File: config.mk
export PLATFORM = sky130hd
export DESIGN_NAME = calc_ctrl_unit_flat
export DESIGN_NICKNAME = d
export VERILOG_FILES = /design/src/rtl/calc_ctrl_unit_pkg.sv /design/src/rtl/calc_ctrl_unit_if.sv /design/src/rtl/calc_ctrl_unit_decode.sv /design/src/rtl/calc_ctrl_unit.sv /design/src/flat_wrapper.sv
export SDC_FILE = /design/constraint.sdc
export NUM_CORES = 1
export LEC_CHECK = 0
export BUFFER_PORTS_ARGS = -buffer_cell sky130_fd_sc_hd__buf_2
export CAP_MARGIN = 40
export CORE_UTILIZATION = 30
export DETAILED_ROUTE_END_ITERATION = 6
export PLACE_DENSITY = 0.67
export SETUP_SLACK_MARGIN = 0.4
export SYNTH_ARGS = -nofsm -noshare
export SYNTH_HDL_FRONTEND = slang
export SYNTH_SLANG_ARGS = --single-unit
File: constraint.sdc
create_clock -name CLK -period 1.55 [get_ports CLK]
set_input_delay 0.2325 -clock CLK [delete_from_list [all_inputs] [get_ports CLK]]
set_output_delay 0.2325 -clock CLK [all_outputs]
set_load 0.01 [all_outputs]
File: src/rtl/calc_ctrl_unit_pkg.sv
// Shared types and constants for the register-file calculator control unit.
//   state_t : Moore state encoding (also exported on CS for debug)
//   OP_*    : ALU op-code values
//   SEL1_*  : write-data mux select codes
package calc_pkg;

  localparam int unsigned CS_W   = 3;
  localparam int unsigned SEL1_W = 2;

  typedef enum logic [CS_W-1:0] {
    ST_IDLE  = 3'b000,
    ST_LOADA = 3'b001,
    ST_LOADB = 3'b010,
    ST_EXEC  = 3'b011,
    ST_DISP  = 3'b100,
    ST_ERROR = 3'b101
  } state_t;

  localparam int unsigned OP_XOR = 0;
  localparam int unsigned OP_AND = 1;
  localparam int unsigned OP_SUB = 2;
  localparam int unsigned OP_ADD = 3;
  localparam int unsigned OP_OR  = 4;

  localparam logic [SEL1_W-1:0] SEL1_IN_A = 2'b11;
  localparam logic [SEL1_W-1:0] SEL1_IN_B = 2'b10;
  localparam logic [SEL1_W-1:0] SEL1_ALU  = 2'b00;
  localparam logic [SEL1_W-1:0] SEL1_IDLE = 2'b01;

endpackage

File: src/rtl/calc_ctrl_unit_if.sv
// Handshake and datapath-control bundle between the calculator control unit
// and its environment.
//   Go/Chain/Op      : start request, chain mode and op code (to the unit)
//   Sel1/WA/WE       : register-file write port control
//   RAA/RAB/REA/REB  : register-file read port control
//   C/Sel2           : ALU op code and output-register load
//   Done/Busy/Err/CS : status and debug state
// master = requester side, slave = control unit side.
interface calc_ctrl_unit_if #(
  parameter int unsigned AW  = 2,
  parameter int unsigned OPW = 3
);
  import calc_pkg::*;

  logic              Go;
  logic              Chain;
  logic [OPW-1:0]    Op;
  logic [SEL1_W-1:0] Sel1;
  logic [AW-1:0]     WA;
  logic              WE;
  logic [AW-1:0]     RAA;
  logic [AW-1:0]     RAB;
  logic              REA;
  logic              REB;
  logic [OPW-1:0]    C;
  logic              Sel2;
  logic              Done;
  logic              Busy;
  logic              Err;
  logic [CS_W-1:0]   CS;

  modport master (
    output Go, Chain, Op,
    input  Sel1, WA, WE, RAA, RAB, REA, REB, C, Sel2, Done, Busy, Err, CS
  );

  modport slave (
    input  Go, Chain, Op,
    output Sel1, WA, WE, RAA, RAB, REA, REB, C, Sel2, Done, Busy, Err, CS
  );

endinterface

File: src/rtl/calc_ctrl_unit_decode.sv
// Moore output decoder: maps (state, latched op, latched chain) to the
// datapath control word. Purely combinational; no input-to-output path
// exists because every input here is a register in the top level.
//   cs_i, op_i, chain_i : current state and latched request
//   *_o                 : control word fields
module calc_ctrl_decode
  import calc_pkg::*;
#(
  parameter int unsigned AW     = 2,
  parameter int unsigned OPW    = 3,
  parameter int unsigned A_ADDR = 1,
  parameter int unsigned B_ADDR = 2,
  parameter int unsigned R_ADDR = 3,
  parameter int unsigned C_PASS = 1
) (
  input  state_t            cs_i,
  input  logic [OPW-1:0]    op_i,
  input  logic              chain_i,
  output logic [SEL1_W-1:0] sel1_o,
  output logic [AW-1:0]     wa_o,
  output logic              we_o,
  output logic [AW-1:0]     raa_o,
  output logic [AW-1:0]     rab_o,
  output logic              rea_o,
  output logic              reb_o,
  output logic [OPW-1:0]    c_o,
  output logic              sel2_o,
  output logic              done_o,
  output logic              busy_o,
  output logic              err_o
);

  // Control word per state; anything not set stays at its idle value.
  always_comb begin
    sel1_o = SEL1_IDLE;
    wa_o   = '0;
    we_o   = 1'b0;
    raa_o  = '0;
    rab_o  = '0;
    rea_o  = 1'b0;
    reb_o  = 1'b0;
    c_o    = '0;
    sel2_o = 1'b0;
    done_o = 1'b0;
    busy_o = 1'b1;
    err_o  = 1'b0;
    case (cs_i)
      ST_IDLE: busy_o = 1'b0;
      ST_LOADA: begin
        sel1_o = SEL1_IN_A;
        wa_o   = AW'(A_ADDR);
        we_o   = 1'b1;
      end
      ST_LOADB: begin
        sel1_o = SEL1_IN_B;
        wa_o   = AW'(B_ADDR);
        we_o   = 1'b1;
      end
      ST_EXEC: begin
        sel1_o = SEL1_ALU;
        wa_o   = AW'(R_ADDR);
        we_o   = 1'b1;
        // Chain mode reads the previous result in place of operand A.
        raa_o  = chain_i ? AW'(R_ADDR) : AW'(A_ADDR);
        rab_o  = AW'(B_ADDR);
        rea_o  = 1'b1;
        reb_o  = 1'b1;
        c_o    = op_i;
      end
      ST_DISP: begin
        raa_o  = AW'(R_ADDR);
        rab_o  = AW'(R_ADDR);
        rea_o  = 1'b1;
        reb_o  = 1'b1;
        c_o    = OPW'(C_PASS);
        sel2_o = 1'b1;
        done_o = 1'b1;
      end
      ST_ERROR: err_o = 1'b1;
      default: ;
    endcase
  end

endmodule

File: src/rtl/calc_ctrl_unit.sv
// Control unit for the register-file calculator: sequences operand load,
// execute and display, with latched op code, illegal-op detection, chain
// mode and Busy/Done handshake.
//   CLK : clock, rising edge
//   RST : asynchronous active-high reset
//   bus : request inputs and datapath control outputs (slave side)
module calc_ctrl_unit
  import calc_pkg::*;
#(
  parameter int unsigned AW      = 2,
  parameter int unsigned OPW     = 3,
  parameter int unsigned NUM_OPS = 5,
  parameter int unsigned A_ADDR  = 1,
  parameter int unsigned B_ADDR  = 2,
  parameter int unsigned R_ADDR  = 3,
  parameter int unsigned C_PASS  = 1
) (
  input logic             CLK,
  input logic             RST,
  calc_ctrl_unit_if.slave bus
);

  state_t         state_q, state_d;
  logic [OPW-1:0] op_q, op_d;
  logic           chain_q, chain_d;
  logic           res_valid_q, res_valid_d;
  logic           op_illegal;

  assign op_illegal = (32'(bus.Op) >= NUM_OPS);

  // State and request registers.
  always_ff @(posedge CLK or posedge RST) begin
    if (RST) begin
      state_q     <= ST_IDLE;
      op_q        <= '0;
      chain_q     <= 1'b0;
      res_valid_q <= 1'b0;
    end else begin
      state_q     <= state_d;
      op_q        <= op_d;
      chain_q     <= chain_d;
      res_valid_q <= res_valid_d;
    end
  end

  // Next-state logic; Op/Chain are only captured on an accepted Go in IDLE.
  always_comb begin
    state_d     = ST_IDLE;
    op_d        = op_q;
    chain_d     = chain_q;
    res_valid_d = res_valid_q;
    case (state_q)
      ST_IDLE: begin
        if (bus.Go) begin
          op_d    = bus.Op;
          chain_d = bus.Chain;
          if (op_illegal || (bus.Chain && !res_valid_q)) state_d = ST_ERROR;
          else if (bus.Chain)                            state_d = ST_LOADB;
          else                                           state_d = ST_LOADA;
        end
      end
      ST_LOADA: state_d = ST_LOADB;
      ST_LOADB: state_d = ST_EXEC;
      ST_EXEC: begin
        state_d     = ST_DISP;
        res_valid_d = 1'b1;
      end
      default: state_d = ST_IDLE;
    endcase
  end

  assign bus.CS = state_q;

  calc_ctrl_decode #(
    .AW     (AW),
    .OPW    (OPW),
    .A_ADDR (A_ADDR),
    .B_ADDR (B_ADDR),
    .R_ADDR (R_ADDR),
    .C_PASS (C_PASS)
  ) u_decode (
    .cs_i    (state_q),
    .op_i    (op_q),
    .chain_i (chain_q),
    .sel1_o  (bus.Sel1),
    .wa_o    (bus.WA),
    .we_o    (bus.WE),
    .raa_o   (bus.RAA),
    .rab_o   (bus.RAB),
    .rea_o   (bus.REA),
    .reb_o   (bus.REB),
    .c_o     (bus.C),
    .sel2_o  (bus.Sel2),
    .done_o  (bus.Done),
    .busy_o  (bus.Busy),
    .err_o   (bus.Err)
  );

endmodule

File: src/flat_wrapper.sv
// flat-port wrapper written by rule: the top's interface ports become plain ports
module calc_ctrl_unit_flat import calc_pkg::*;
#(
  parameter int unsigned AW      = 2,
  parameter int unsigned OPW     = 3,
  parameter int unsigned NUM_OPS = 5,
  parameter int unsigned A_ADDR  = 1,
  parameter int unsigned B_ADDR  = 2,
  parameter int unsigned R_ADDR  = 3,
  parameter int unsigned C_PASS  = 1
)
  (CLK, RST, bus_Go, bus_Chain, bus_Op, bus_Sel1, bus_WA, bus_WE, bus_RAA, bus_RAB, bus_REA, bus_REB, bus_C, bus_Sel2, bus_Done, bus_Busy, bus_Err, bus_CS);
  calc_ctrl_unit_if #(.AW(AW), .OPW(OPW)) bus_i ();
  input logic CLK;
  input logic RST;
  input wire logic [$bits(bus_i.Go)-1:0] bus_Go;
  input wire logic [$bits(bus_i.Chain)-1:0] bus_Chain;
  input wire logic [$bits(bus_i.Op)-1:0] bus_Op;
  output wire logic [$bits(bus_i.Sel1)-1:0] bus_Sel1;
  output wire logic [$bits(bus_i.WA)-1:0] bus_WA;
  output wire logic [$bits(bus_i.WE)-1:0] bus_WE;
  output wire logic [$bits(bus_i.RAA)-1:0] bus_RAA;
  output wire logic [$bits(bus_i.RAB)-1:0] bus_RAB;
  output wire logic [$bits(bus_i.REA)-1:0] bus_REA;
  output wire logic [$bits(bus_i.REB)-1:0] bus_REB;
  output wire logic [$bits(bus_i.C)-1:0] bus_C;
  output wire logic [$bits(bus_i.Sel2)-1:0] bus_Sel2;
  output wire logic [$bits(bus_i.Done)-1:0] bus_Done;
  output wire logic [$bits(bus_i.Busy)-1:0] bus_Busy;
  output wire logic [$bits(bus_i.Err)-1:0] bus_Err;
  output wire logic [$bits(bus_i.CS)-1:0] bus_CS;
  assign bus_i.Go = bus_Go;
  assign bus_i.Chain = bus_Chain;
  assign bus_i.Op = bus_Op;
  assign bus_Sel1 = bus_i.Sel1;
  assign bus_WA = bus_i.WA;
  assign bus_WE = bus_i.WE;
  assign bus_RAA = bus_i.RAA;
  assign bus_RAB = bus_i.RAB;
  assign bus_REA = bus_i.REA;
  assign bus_REB = bus_i.REB;
  assign bus_C = bus_i.C;
  assign bus_Sel2 = bus_i.Sel2;
  assign bus_Done = bus_i.Done;
  assign bus_Busy = bus_i.Busy;
  assign bus_Err = bus_i.Err;
  assign bus_CS = bus_i.CS;
  calc_ctrl_unit #(.AW(AW), .OPW(OPW), .NUM_OPS(NUM_OPS), .A_ADDR(A_ADDR), .B_ADDR(B_ADDR), .R_ADDR(R_ADDR), .C_PASS(C_PASS)) u_core (.CLK(CLK), .RST(RST), .bus(bus_i));
endmodule
==> results.cfg <==
[yosys]
synthXorXnorAreaFrac_pct = 1.79
synth_ff_type = dfrtp_1
synthArstFlopShare_pct = 100
yosysSeqAreaShare_pct = 40.8
synth_area_leaders = dfrtp_1, mux2_4, buf_4
syn-cell-area_um2 = 490
synth-edff-count = 0
yosys_warnings = 0
ys_types = 22
synth_top_area_share_pct = 40.8
synth_seq_cells = 8
synth_compound_area_share_pct = 9.69
synthMuxAreaShare_pct = 12.2
synthTopCellsByCount = dfrtp_1, buf_4, mux2_4
avgSynthCellArea_um2 = 10.4
synth_top_cell_by_area = dfrtp_1
synthAdderAreaFrac_pct = 0
yosysMostFrequentCell = dfrtp_1
synth-simple-area-share_pct = 24.0
synthCells = 47
synthesis.nets = 54
synth_top_family_by_area = simple AND/OR/NAND/NOR gates

[route]
route.vias.total = 483
wl_um = 1320
route.detailed.drc = 0
routedWlPerCell_um = 12.6
avgViaCountPerCell = 4.60
first_pass_iters = 1
drt_iter0_markers = 0
ant_nets = 0

[power]
p_leak_nw = 0.495
ir_worst_vdd_mv = 0.909
p_per_area_nw_per_um2 = 2470
finalPower_w = 0.00218

[finish]
syn2layout_area_growth_pct = 79.6
instances_no_fill = 105
fin_nets = 97
layout-drive-gt1-share_pct = 76.4
fin_util_pct = 57.8
fin_area_um2 = 881
n_antenna_cell = 0

[setup_path]
crit_type = register to output port
required_ps = 1320
cp_max_fo = 4
endpoint_kind = output port
rr_worst_depth = 4
startpoint_type = register
critPathArrivalTime_ps = 1330

[floorplan]
initial_core_util_pct = 32.2
die_h_um = 42.4
core.rowCount = 14
die_w_um = 42.4
ios = 28
coreArea_um2 = 1520
die_area_um2 = 1800

[clocking]
clk_latency_ps = 250
htreeDepth = 1
tritoncts = done
clock_sinks = 8
path_clk_slew_ps = 60
cts_buffers = 3
root_buffer = clkbuf_4
clockBufferDepth = 2

[worst_hold_path]
hold_path.class = input port to register
min_path_cells = 2

[sta]
max_freq_ghz = 0.642
worst_pin_slew_ps = 379
fin_ws_ps = -8.62
drv_slew = 0
finalSetupViolations = 3
relSlewSlack_pct = 74.5
min_period_ps = 1560
rsz0062_at_grt = true
clock_skew_ps = 4.36
final.period_utilization_pct = 101
hold_viol = 0

[global_routing]
grt_overflow_total = 0
antenna_found_initial = 0
grt_use_total_pct = 13.9
grt_pass1_wl_um = 1890
grt_start_max_net_pins = 9
grt_pass1_vias = 437

[placed_design]
placed_area_um2 = 622
port_buffers = 27
gp_congestion = 0.757
dp.cells = 86
dp_hpwl_um = 791
dpl_worst_slack_ps = 189

[outcome]
status = complete, but fails checks
violations = setup timing

[flow_run]
cap_violations = 0
report_power, final:
group / leakage, nW / internal, W / total (W) / switching [W]
combinational: 0.390 / 0.000948 / 0.00160 / 0.000655
clock: 0.0150 / 0.0000986 / 0.000172 / 0.0000732
sequential: 0.0901 / 0.000313 / 0.000403 / 0.0000891
total: 0.495 / 0.00136 / 0.00218 / 0.000817
path summary, 6_finish.rpt:
| path | start | endpoint | slack, ps |
|---|---|---|---|
| max | u_core.bus.CS[1] | bus_REB | -9 |
| min | bus_Op[2] | u_core.op_q[2] | 230 |
| max reg2reg | u_core.bus.CS[0] | u_core.op_q[2] | 90 |
| min reg2reg | u_core.res_valid_q | u_core.res_valid_q | 470 |
| max in group asynchronous | RST | u_core.bus.CS[1] | 830 |
| min in group asynchronous | RST | u_core.res_valid_q | 460 |
sequential cells by signal, summed over array words and instances, names as in the netlist:
register and flops:
u_core.op_q 3, u_core.res_valid_q 1, u_core.chain_q 1, u_core.bus.CS 3
repair_timing:
action | CTS | global route
hold buffers | 1 | 0
endpoints found under the setup margin | 24 | 27
cloned | 0 | 0
pin swaps | 6 | 5
endpoints found under the hold margin | 8 | 0
resized for setup | 13 | 13
buffers inserted | 8 | 6
logic make-up after synthesis:
group | count (synthesis)
mux | 4
simple gates | 18
compound gates | 7
flops | 8
xor+xnor | 1
buf+inv | 9
layout by cell type (no fill, tap or decap):
cell | Yosys | routed
a21boi_0 | 1 | 1
a21o_1 | 2 | 2
a31o_2 | 1 | 1
and2_4 | 2 | 4
and2b_1 | 1 | 1
and3_1 | 3 | 1
and3_4 | 0 | 2
and3b_1 | 1 | 1
buf_2 | 0 | 20
buf_4 | 4 | 8
buf_6 | 1 | 14
clkbuf_1 | 0 | 1
clkbuf_4 | 0 | 3
dfrtp_1 | 8 | 5
dfrtp_2 | 0 | 3
dlygate4sd3_1 | 0 | 1
inv_1 | 3 | 3
inv_4 | 0 | 1
mux2_4 | 4 | 4
nand2_1 | 3 | 2
nand2_4 | 0 | 1
nand2b_4 | 1 | 1
nor2_1 | 3 | 2
nor2_2 | 0 | 1
nor3_4 | 0 | 1
o21ai_0 | 2 | 1
o21ai_2 | 0 | 1
o22ai_2 | 0 | 1
or2_4 | 0 | 1
xnor2_2 | 0 | 1
through the flow:
stage / TNS, ps / hold WS (ps)
floorplan: 0 / 48.0
global placement: 0 / 191
detailed placement: 0 / 195
CTS: -35.7 / 223
global route: -450 / 219
finish: -22.0 / 227
cell type report:
type                            instances  area [um^2]
Clock buffer                            4         26.3
Fill cell                             131          643
Inverter                                4         17.5
Multi-Input combinational cell         30          285
Sequential cell                         8          204
Tap cell                               16         20.0
Timing Repair Buffer                   43          328
critical path: stages, from the launching register on:
cell,delay (ps)
dfrtp_2,440
nand2b_4,90
inv_4,40
and2_4,130
or2_4,230
buf_2,140
metal layers:
layer | vias to the layer above | GRT usage [%] | part of all wire (%)
met5 | - | 0 | 0
met2 | 22 | 23.1 | 56
met4 | 0 | 5.63 | 0
li1 | 235 | - | -
met3 | 0 | 2.59 | 4.8
met1 | 226 | 17.5 | 39
Power figures use the tool's default switching activity.
